===== src/rtl/pipelined_adder_tree.sv =====
// Fully pipelined binary adder tree over 2**N_STAGE unsigned lanes, followed by an
// output stage that either passes each beat sum through or builds a saturating frame total.
module pipelined_adder_tree #(
   parameter int N_STAGE = 4,
   parameter int IN_W    = 2,
   parameter int ACC_W   = 8
) (
   input  logic                           clk,
   input  logic                           reset,
   input  logic                           in_valid,
   input  logic [(2**N_STAGE)*IN_W-1:0]   in_data,
   input  logic                           in_last,
   input  logic                           acc_mode,
   output logic                           out_valid,
   output logic [ACC_W-1:0]               sum_out,
   output logic                           sat_out
);

   localparam int N_IN  = 2**N_STAGE;
   localparam int SUM_W = IN_W + N_STAGE;

   // Bit offset of tree level k inside the flattened w_tree vector.
   function automatic int lvl_off(input int k);
      int o;
      o = 0;
      for (int j = 0; j < k; j++) o += (N_IN >> j) * (IN_W + j);
      return o;
   endfunction

   localparam int TREE_W   = lvl_off(N_STAGE + 1);
   localparam int ROOT_OFF = lvl_off(N_STAGE);

   function automatic logic [ACC_W:0] acc_add(input logic [ACC_W-1:0] acc,
                                              input logic [SUM_W-1:0] s);
      return {1'b0, acc} + (ACC_W+1)'(s);
   endfunction

   function automatic logic [ACC_W-1:0] sat_clip(input logic [ACC_W:0] t);
      return t[ACC_W] ? {ACC_W{1'b1}} : t[ACC_W-1:0];
   endfunction

   if (ACC_W < IN_W + N_STAGE || N_STAGE < 1) begin : g_bad_cfg
      $fatal(1, "pipelined_adder_tree: ACC_W must be >= IN_W+N_STAGE and N_STAGE >= 1");
   end

   logic [TREE_W-1:0]       w_tree;
   logic [N_IN*IN_W-1:0]    r_lane;
   logic [N_STAGE:0]        r_vld_pipe;
   logic [N_STAGE:0]        r_last_pipe;
   logic [N_STAGE:0]        r_mode_pipe;
   logic [ACC_W-1:0]        r_acc;
   logic                    r_satf;
   logic [SUM_W-1:0]        w_root;
   logic [ACC_W:0]          w_total;
   logic [ACC_W-1:0]        w_clip;
   logic                    w_ovf;

   // Stage 0: registered lanes
   always_ff @(posedge clk) begin
      r_lane <= in_data;
   end
   assign w_tree[0 +: N_IN*IN_W] = r_lane;

   // Stages 1..N_STAGE: each node grows by one bit so it can never overflow
   for (genvar k = 1; k <= N_STAGE; k++) begin : g_lvl
      localparam int NN = N_IN >> k;
      localparam int NW = IN_W + k;
      localparam int PW = NW - 1;
      localparam int PO = lvl_off(k - 1);
      localparam int OO = lvl_off(k);

      logic [NN*NW-1:0] r_lvl;

      always_ff @(posedge clk) begin
         for (int i = 0; i < NN; i++) begin
            r_lvl[i*NW +: NW] <= {1'b0, w_tree[PO + (2*i)*PW +: PW]}
                               + {1'b0, w_tree[PO + (2*i+1)*PW +: PW]};
         end
      end
      assign w_tree[OO +: NN*NW] = r_lvl;
   end

   // Tags ride alongside the data so a mode change only affects its own beat
   always_ff @(posedge clk) begin
      if (reset) begin
         r_vld_pipe  <= '0;
         r_last_pipe <= '0;
         r_mode_pipe <= '0;
      end else begin
         r_vld_pipe  <= {r_vld_pipe[N_STAGE-1:0],  in_valid};
         r_last_pipe <= {r_last_pipe[N_STAGE-1:0], in_last};
         r_mode_pipe <= {r_mode_pipe[N_STAGE-1:0], acc_mode};
      end
   end

   assign w_root  = w_tree[ROOT_OFF +: SUM_W];
   assign w_total = acc_add(r_acc, w_root);
   assign w_ovf   = w_total[ACC_W];
   assign w_clip  = sat_clip(w_total);

   // Output / accumulator stage
   always_ff @(posedge clk) begin
      if (reset) begin
         out_valid <= 1'b0;
         sum_out   <= '0;
         sat_out   <= 1'b0;
         r_acc     <= '0;
         r_satf    <= 1'b0;
      end else begin
         out_valid <= 1'b0;
         if (r_vld_pipe[N_STAGE]) begin
            if (!r_mode_pipe[N_STAGE]) begin
               // Pass-through also abandons any partial frame
               sum_out   <= ACC_W'(w_root);
               sat_out   <= 1'b0;
               out_valid <= 1'b1;
               r_acc     <= '0;
               r_satf    <= 1'b0;
            end else if (!r_last_pipe[N_STAGE]) begin
               r_acc     <= w_clip;
               r_satf    <= r_satf | w_ovf;
            end else begin
               sum_out   <= w_clip;
               sat_out   <= r_satf | w_ovf;
               out_valid <= 1'b1;
               r_acc     <= '0;
               r_satf    <= 1'b0;
            end
         end
      end
   end

endmodule

===== config.mk =====
export PLATFORM = sky130hd
export DESIGN_NAME = pipelined_adder_tree
export DESIGN_NICKNAME = d
export VERILOG_FILES = /design/src/rtl/pipelined_adder_tree.sv
export SDC_FILE = /design/constraint.sdc
export NUM_CORES = 1
export LEC_CHECK = 0
export CORE_MARGIN = 4
export CORE_UTILIZATION = 45
export DETAILED_ROUTE_END_ITERATION = 8
export GPL_ROUTABILITY_DRIVEN = 0
export PLACE_DENSITY = 0.71
export SYNTH_ARGS = -nofsm -noshare
export SYNTH_HDL_FRONTEND = slang
export SYNTH_SLANG_ARGS = --single-unit

===== constraint.sdc =====
create_clock -name clk -period 3.9 [get_ports clk]
set_input_delay 0.78 -clock clk [delete_from_list [all_inputs] [get_ports clk]]
set_output_delay 0.78 -clock clk [all_outputs]
set_load 0.05 [all_outputs]

Word level (Yosys, flattened, before mapping)
Index checks and enable logic that the tools add are counted.
{"block": "word_totals", "input_bits": 37, "ff_bits": 122, "out_inout_bits": 10, "elab_cells": 45}
{"block": "classes", "n_eq_ne": 1, "n_bitwise": 2, "n_reduce_logical": 2, "muxes": 11, "add_sub_neg": 16}
{"operator": "two-way mux 8 bit", "n": 5}
{"operator": "adder 2 x 2 -> 3 bit", "n": 8}
{"operator": "adder 3 x 3 -> 4 bit", "n": 4}
{"operator": "adder 4 x 4 -> 5 bit", "n": 2}
{"operator": "adder 8 x 6 -> 9 bit", "n": 1}
{"operator": "adder 5 x 5 -> 6 bit", "n": 1}
{"operator": "two-way mux 1 bit", "n": 6}
{"operator": "!= test 2 bit (second input constant)", "n": 1}
{"operator": "AND reduction 2 bit", "n": 1}
{"operator": "OR reduction 2 bit", "n": 1}
{"operator": "NOT 1 bit", "n": 1}
{"operator": "bitwise OR 1 bit", "n": 1}

Depth between registers and ports, before layout
Gate-level depths: netlist (run 1).
{"block": "depth", "depth_word": 4, "mapped_depth": 7, "depth_no_buf": 7}

Least setup slack after synthesis (run 1)
No wires, ideal clock.
{"block": "synth_path", "path_kind": "flip-flop to flip-flop", "from": "register r_acc[0]", "to": "register r_acc[6]", "n_path_buf": 0, "setup_time_ps": 124, "stages_incl_launch_ff": 8, "path_slack_ps": 2139, "synth_period_minus_slack_ps": 1761, "t_required_ps": 3776, "arrival_time_ps": 1637, "path_cell_list": "dfxtp_1 ha_1 fa_1 a21oi_1 o21ai_0 a21oi_1 mux2i_1 o21ai_0"}
{"block": "synth_via", "elab_chain_len": 4}
{"item": "start: declaration", "line": "51", "text": "logic [ACC_W-1:0] r_acc;"}
{"item": "start signal: assignment", "line": "120", "text": "r_acc <= w_clip;"}
{"item": "adder 8 x 6 -> 9 bit", "line": "35", "text": "return {1'b0, acc} + (ACC_W+1)'(s);"}
{"item": "two-way mux 8 bit", "line": "39", "text": "return t[ACC_W] ? {ACC_W{1'b1}} : t[ACC_W-1:0];"}
{"item": "two-way mux 8 bit", "line": "119", "text": "end else if (!r_last_pipe[N_STAGE]) begin"}
{"item": "two-way mux 8 bit", "line": "112", "text": "if (!r_mode_pipe[N_STAGE]) begin"}
Every way passes these cells.
A chain may end at the register's enable or synchronous reset.

Final worst setup path (run 1)
{"block": "layout_path", "from": "register sum_out[7]", "to": "output port sum_out[7]"}
{"item": "start: declaration", "line": "15", "text": "output logic [ACC_W-1:0] sum_out,"}
{"item": "start signal: assignment", "line": "114", "text": "sum_out <= ACC_W'(w_root);"}
{"item": "start signal: assignment", "line": "123", "text": "sum_out <= w_clip;"}
No word-level cell between the ends.

==> summary by stage, run 1 <==
Status
The run finished with clean final reports.

Detailed routing
Dividing the detail-routed wire length by the instance count gives 11.7 µm. The remaining antenna violation count is 0. Wires add up to 6500 µm. The DRC violations left is 0. The via total after detailed routing is 2,555. The count of TritonRoute iterations in the first routing pass is 4. The average via count per standard cell is 4.60. The initial DRC count is 73.

Hold path
The worst hold path begins at r_vld_pipe[2]. The terminating pin of the worst hold path is r_vld_pipe[3]. The worst hold path cell count is 1. The class of the most critical hold timing path is reg2reg.

Setup path
The worst setup path is launched from a register. On the worst path, the slowest cell contributes a delay of 0.82 ns. The worst setup slack for register-to-register paths is 1.89 ns. Tracing the worst setup path back leads to its startpoint at sum_out[7]. The critical path is of the reg2out type.

Among cell families on the critical path, the largest total delay comes from buffers and inverters. Counting both buffers and inverters, the worst setup path holds a total of 1. The slowest stage of the critical path is the clkdlybuf4s50_1 cell.

The critical path goes through clkdlybuf4s50_1. The worst endpoint required time is 3.12 ns. The endpoint identified for the worst register-to-register timing path is r_acc[6].

The launching point of the worst reg2reg path is r_acc[0]. Of all nets on the critical path, the largest fanout is 3. The worst setup path is captured at an output port. Counting cells, the worst reg-to-reg path comes to 7.

The data arrival time at the worst-slack endpoint is 1.71 ns.

Logic synthesis
The fraction of the mapped netlist area in simple logic gates is 7.57%. The xor and xnor fraction of the mapped netlist area is 3.08%. By area, the combinational part of the netlist is dominated by adder cells. The number of warnings printed during yosys synthesis is 0. Counting every net in the synthesized netlist gives 444. In this run, synthesis produced a sequential element count of 122. The synthesized netlist contains 41 unique library cells. The count of mapped cells out of synthesis is 352. The part of the Yosys area used for sequential elements is 57.2%. Summing every instance area after synthesis gives 0.00427 mm².

In the synthesized netlist, mux cells make up 0.235% of the area. The fraction of the mapped netlist area in adder cells is 18.9%. The average instance in the mapped netlist occupies 12.1 µm². The top cell type's share of synthesized area is 57.2%. After synthesis, the cell types taking the most area are dfxtp_1 (57%), ha_1 (11%), fa_1 (7.5%). The biggest area contributor in the post-synthesis netlist is dfxtp_1. The compound-gate portion of the synthesized area is 9.59%.

GRT
The initial antenna violation count is 0. The first global-routing pass estimated 11,400 µm of wire. The number of global-route vias before repair is 2,633. Entering global routing, the biggest net connects 17 pins.

The overall fraction of global-route tracks in use is 13.3%. The remaining global-route overflow is 0.

Timing
The total of endpoints with negative setup slack in the final report is 0. Adding up every negative setup slack in the final design gives 0 ns. The worst pin sits at a relative slew slack of 65.5%. Setup repair after global routing left no endpoint under its margin.

The setup slack after layout is 1.41 ns. The transition time of the tightest slew-check pin is 0.516 ns. Clock skew on the completed layout was measured at 0.00679 ns. The worst path needs 2.49 ns of the cycle, external delays included. Static timing analysis puts the maximum clock frequency at 402 MHz. The max-slew violation count is 0. In the finished design, the share of the clock period the worst path needs comes to 63.8%. The hold violation count in the final report came to 0.

Pwr
The total power divided by cell area is 681 mW/mm². Summed over all cells, the static leakage comes to 2.42 nW. Power comes to 3.72 mW. IR analysis of the VDD net gives a maximum drop of 0.000422 V.

Clocking
In this run, CTS created clock tree buffers numbering 17. The clock transition at the registers of the reported paths is 0.06 ns. The number of H-tree levels is 4. Clock tree synthesis found a total of 122 sinks. The post-cts repair resize count is 0.

The CTS tree is built. Clock latency on the worst-skew pair, taken at its later pin, is 0.51 ns. The cell sitting at the root of the clock tree is a clkbuf_8. The cts-stage hold buffer count is 0. The count of buffers added by post-CTS timing repair for setup is 0. The longest clock path from root to sink contains 2 buffers.

Floorplan
The die outline width is 105 µm. The height of the chip is 105 µm. The number of primary I/O pins is 47.

The initial utilization of the core area, before any placement, comes to 46.2%. The floorplan step defined a die boundary enclosing 0.0111 mm². The initialized floorplan defines 35 standard-cell rows. The core outline area is 0.00924 mm².

Cells and area
The library cells used most frequently in the layout, excluding fill and tap cells, are dfxtp_1 (122), clkdlybuf4s50_1 (46), ha_1 (39), inv_1 (33), o21ai_0 (19). The layout overhead on the synthesized area is 28.2%. The multi-input gate area in the final layout is 0.00168 mm².

The repair_antennas step left the layout with diodes totalling 0. Leaving out fill and tap cells, the most frequent cell in the layout is dfxtp_1. Measured on the finished design, the core utilization comes to 59.2%.

The number of fill cells in the layout is 758. The number of nets in the final layout is 506. The layout cell share with drive strength beyond 1 is 9.60%. The footprint of the flip-flops and latches is 0.00244 mm².

Flow run
The number of max-cap violations is 0.

Placement
The count of input and output buffers is 46. The HPWL after detailed placement is 4820 µm. Before CTS, the worst setup slack after placement is 1.52 ns.
synthesized netlist by cell type:
cell type and count:
o21ai_0 19, a31oi_1 1, nand2b_2 1, o211a_1 1, o211ai_2 1, a21oi_1 13, nor2b_1 18, nand2_1 11
nor3_1 3, nor2_4 1, a2bb2oi_1 1, clkbuf_1 3, xnor2_1 13, and2_1 1, a21o_2 1, and2b_2 1
dfxtp_1 122, a211oi_1 1, a2111oi_2 1, nand3_1 5, nor2_1 10, nand2b_1 4, nor4b_1 1, a21o_1 12
nand2_2 1, o22ai_1 3, fa_1 16, o21bai_1 1, mux2i_1 1, xor2_1 2, or3b_1 1, a22oi_1 3
o211ai_1 1, clkbuf_4 1, a22o_1 1, a21oi_2 1, ha_1 39, o21a_1 1, o31a_1 1, inv_1 33
or2b_1 1
metrics by stage:
stage | hold slack (ns) | std cells | instance area (µm²)
after floorplan | 0.414 | 352 | 4270
after global placement | 0.424 | 524 | 4880
after detailed placement | 0.426 | 524 | 4880
after CTS | 0.441 | 556 | 5470
after global routing | 0.455 | 556 | 5470
final | 0.433 | 556 | 5470
power by group:
group | total [mW] | switching (mW) | internal, mW
combinational | 0.654 | 0.317 | 0.337
clock | 1.54 | 0.601 | 0.935
sequential | 1.53 | 0.0883 | 1.45
total | 3.72 | 1.01 | 2.72
cell families after synthesis:
group,Yosys count
flops,122
compound gates,63
simple gates,59
fa+ha+maj,55
buf+inv,37
xor+xnor,15
mux,1
final cells by class:
cell class / instances / area share, %
sequential: 122 / 44.6
clock inverter: 15 / 3.27
clock buffer: 17 / 7.57
timing repair buffer: 47 / 8.55
inverter: 33 / 2.26
multi-input combinational: 193 / 30.7
tap: 129 / 2.95
worst max-delay path by stage:
stage,slack (ns),end,depth (start not counted)
after floorplan,2.14,r_acc[6],7
after global placement,1.56,r_acc[7],4
after detailed placement,1.52,r_acc[7],4
after CTS,1.38,sum_out[7],1
after global routing,1.34,sum_out[7],1
final,1.41,sum_out[7],1
flip-flops by register name, summed over array words and instances (netlist names):
register / flops
g_lvl.r_lvl: 56
r_lane: 32
r_acc: 8
sum_out: 8
r_last_pipe: 5
r_mode_pipe: 5
r_vld_pipe: 5
out_valid: 1
r_satf: 1
sat_out: 1
per-layer routing:
layer	routed length, µm	global-route usage (%)	share of wire (%)
met1	2530	13.2	39
met2	3450	24.0	53
met3	402	5.88	6.2
met4	116	5.62	1.8
met5	0	0	0
(Power assumes the default switching activity.)
==> run 2, diff against run 1 <==
==> constraint.sdc (replaced) <==
create_clock -name clk -period 2.4 [get_ports clk]
set_input_delay 0.48 -clock clk [delete_from_list [all_inputs] [get_ports clk]]
set_output_delay 0.48 -clock clk [all_outputs]
set_load 0.05 [all_outputs]
==> run 2 against run 1 <==
Against the previous run: global-route usage fell by 0.45 points; clock power rose by 65%; clock skew rose by 0.0039 ns; via count rose by 1.4%; register-to-register slack got worse by 1.5 ns; combinational power rose by 62%; utilization rose by 0.081 points; first-iteration DRC count fell by 4.1%; critical endpoint unchanged; final cell count did not move; design area rose by 0.14%; hold slack got worse by 0.018 ns.
==> summary by stage, run 2 (same netlist as run 1, synthesis figures left out) <==
Placement
The instance area after placement is 0.00488 mm² (unchanged). The placement-stage worst setup slack is 0.444 ns (was 1.52 ns). The number of placed instances, taps included is 524 (unchanged). The sum of net half-perimeters after detailed placement is 4730 µm (was 4820 µm). The count of input and output buffers is 46 (unchanged).

Setup path
The number of buffer and inverter instances along the worst setup path is 1 (unchanged). The nature of the critical path endpoint is an output port (unchanged). The critical path's slowest cell is clkdlybuf4s50_1 (unchanged). The worst flop-to-flop path endpoint is r_acc[6] (unchanged). The category of cells accounting for the largest share of critical-path delay is buffers and inverters (unchanged). The data arrival time at the worst-slack endpoint was 1.67 ns (was 1.71 ns). The peak fanout along the critical path was 3 (unchanged). The launching point of the worst reg2reg path is r_acc[0] (unchanged). The type of the worst setup path was reg2out (unchanged). The launching element type of the critical path is a register (unchanged). CP Cell Sequence: clkdlybuf4s50_1 (unchanged).

The stage delay of the slowest cell on the critical path is 0.82 ns (about the same). The logic depth of the worst register-to-register path was 7 (unchanged). The worst endpoint required time is 1.92 ns (was 3.12 ns). The worst setup slack for register-to-register paths came to 0.44 ns (was 1.89 ns).

Cells and area
The number of diodes added for antenna fixing is 0 (unchanged). The layout cell share with drive strength beyond 1 is 9.37% (was 9.60%). The footprint of the flip-flops and latches came to 0.00244 mm² (unchanged). The layout overhead on the synthesized area came to 28.4% (was 28.2%). The number of nets in the final layout is 506 (unchanged). The number of fill cells in the layout is 751 (was 758). The multi-input gate area in the final layout is 0.00168 mm² (unchanged). The final instance area is 0.00548 mm² (was 0.00547 mm²). The commonest non-fill, non-tap cell in the layout is dfxtp_1 (unchanged). Top library cells by usage in the layout, fill and taps aside: dfxtp_1 (122), clkdlybuf4s50_1 (46), ha_1 (39), inv_1 (33), o21ai_0 (19) (unchanged). Top flop regs: g_lvl.r_lvl: 56 flops, r_lane: 32 flops (unchanged). The flip-flop count of the largest register, all copies and words added is 56 (unchanged). The final instance count without filler cells is 556 (unchanged). The largest register by flop count is g_lvl.r_lvl (unchanged).

Clocking
The post-cts repair resize count is 0 (unchanged). The CTS tree is built (unchanged). The buffer depth of the longest clock path is 2 (unchanged). The clock transition at the registers of the reported paths is 0.06 ns (about the same).

The count of buffers added by post-CTS timing repair for setup is 0 (unchanged). The number of H-tree levels is 4 (unchanged). The count of clock tree sinks was 122 (unchanged). The root buffer cell was clkbuf_8 (unchanged). The clock network latency to the later pin of the worst-skew pair is 0.50 ns (was 0.51 ns).

The cts-stage hold buffer count was 0 (unchanged). The number of buffers created by CTS is 17 (unchanged).

Timing
The setup skew after layout was 0.0107 ns (was 0.00679 ns). For this run, the top clock speed supported by timing is 464 MHz. The transition time of the tightest slew-check pin is 0.530 ns (was 0.516 ns).

The total of endpoints with negative setup slack in the final report is 0 (unchanged). The total negative slack for setup checks is 0 ns (unchanged). The part of the cycle the worst path needs is 89.7%. The worst max-slew margin expressed relative to the limit is 64.5% (was 65.5%).

After layout, the minimum clock period comes to 2.15 ns. RSZ-0062 raised after global routing: no (unchanged). The max-slew violation count is 0 (unchanged). The hold violation count in the final report is 0 (unchanged). The setup slack after layout came to 0.247 ns (was 1.41 ns).

Floorplan
The core outline area was 0.00924 mm² (unchanged). The die outline width was 105 µm (unchanged). The height of the chip is 105 µm (unchanged). The die footprint is 0.0111 mm² (unchanged). The number of primary I/O pins was 47 (unchanged). The number of cell rows is 35 (unchanged). The initial core utilization was 46.2% (unchanged).

GRT
The number of global-route vias before repair came to 2,668 (was 2,633). The initial antenna violation count came to 0 (unchanged). The pin count of the biggest net entering global routing is 25 (was 17). The first-pass GRT wire length is 11,200 µm (was 11,400 µm).

The remaining global-route overflow is 0 (unchanged). The overall fraction of global-route tracks in use is 12.9% (was 13.3%).

Hold path
The start point of the worst min-delay path was in_data[23] (was r_vld_pipe[2]). The worst hold path cell count is 1 (unchanged). The class of the most critical hold timing path is in2reg (was reg2reg). The terminating pin of the worst hold path is r_lane[23] (was r_vld_pipe[3]).

Flow run
The number of max-cap violations is 0 (unchanged).

Detailed routing
The wire length per cell after detailed routing came to 12.0 µm (was 11.7 µm). The DRC violations left was 0 (unchanged). The initial DRC count came to 70 (was 73). The remaining antenna violation count is 0 (unchanged). The via total after detailed routing is 2,590 (was 2,555). The average via count per standard cell is 4.66 (was 4.60). The aggregate routed wire length came to 6670 µm (was 6500 µm).

The count of TritonRoute iterations in the first routing pass is 4 (unchanged).

Pwr
The standby leakage power came to 2.41 nW (was 2.42 nW). The total power divided by cell area came to 1110 mW/mm² (was 681 mW/mm²). The final total power came to 6.10 mW (was 3.72 mW). The maximum vdd ir drop is 0.000620 V (was 0.000422 V).

Status
Run status: finished clean (unchanged).
==> run 2: changes by cell type in the layout (fill, tap and decap cells not counted), sizes merged <==
cell / before / now
bufinv: 2 / 3
clkbuf: 17 / 18
clkinv: 3 / 2
clkinvlp: 1 / 3
inv: 42 / 39
==> run 2: worst max path at each step <==
| stage | startpoint | end | cells past startpoint |
|---|---|---|---|
| detailed placement | r_acc[0] | sum_out[6] | 7 |
| global route | sum_out[7] | sum_out[7] | 1 |
| finish | sum_out[7] | sum_out[7] | 1 |
| floorplan | r_acc[0] | r_acc[6] | 7 |
| global placement | g_lvl[4].r_lvl[4] | sum_out[7] | 6 |
| CTS | sum_out[0] | sum_out[0] | 1 |
==> run 2: per-stage QoR <==
stage	hold WS, ns	util, %
finish	0.415	59.3
global route	0.390	59.3
CTS	0.390	59.3
detailed placement	0.425	52.8
global placement	0.419	52.8
floorplan	0.414	-
==> run 2: area by class of cell <==
cell class                      instances  area share (%)
Sequential cell                       122            44.6
Multi-Input combinational cell        193            30.7
Timing Repair Buffer                   47            8.54
Clock buffer                           18            7.63
Clock inverter                         14            3.33
Tap cell                              129            2.95
Inverter                               33            2.26
==> run 2: where the power goes <==
group | total [mW] | switching, mW | internal, mW
sequential | 2.50 | 0.149 | 2.35
clock | 2.54 | 0.936 | 1.60
combinational | 1.06 | 0.519 | 0.545
total | 6.10 | 1.60 | 4.50
==> run 2: per-layer routing <==
metal / track usage, % / vias up / routed length, µm
met5: 0 / - / 0
met4: 5.44 / 0 / 65
met3: 4.84 / 5 / 399
met2: 23.8 / 65 / 3580
met1: 12.8 / 1223 / 2620
li1: - / 1297 / -
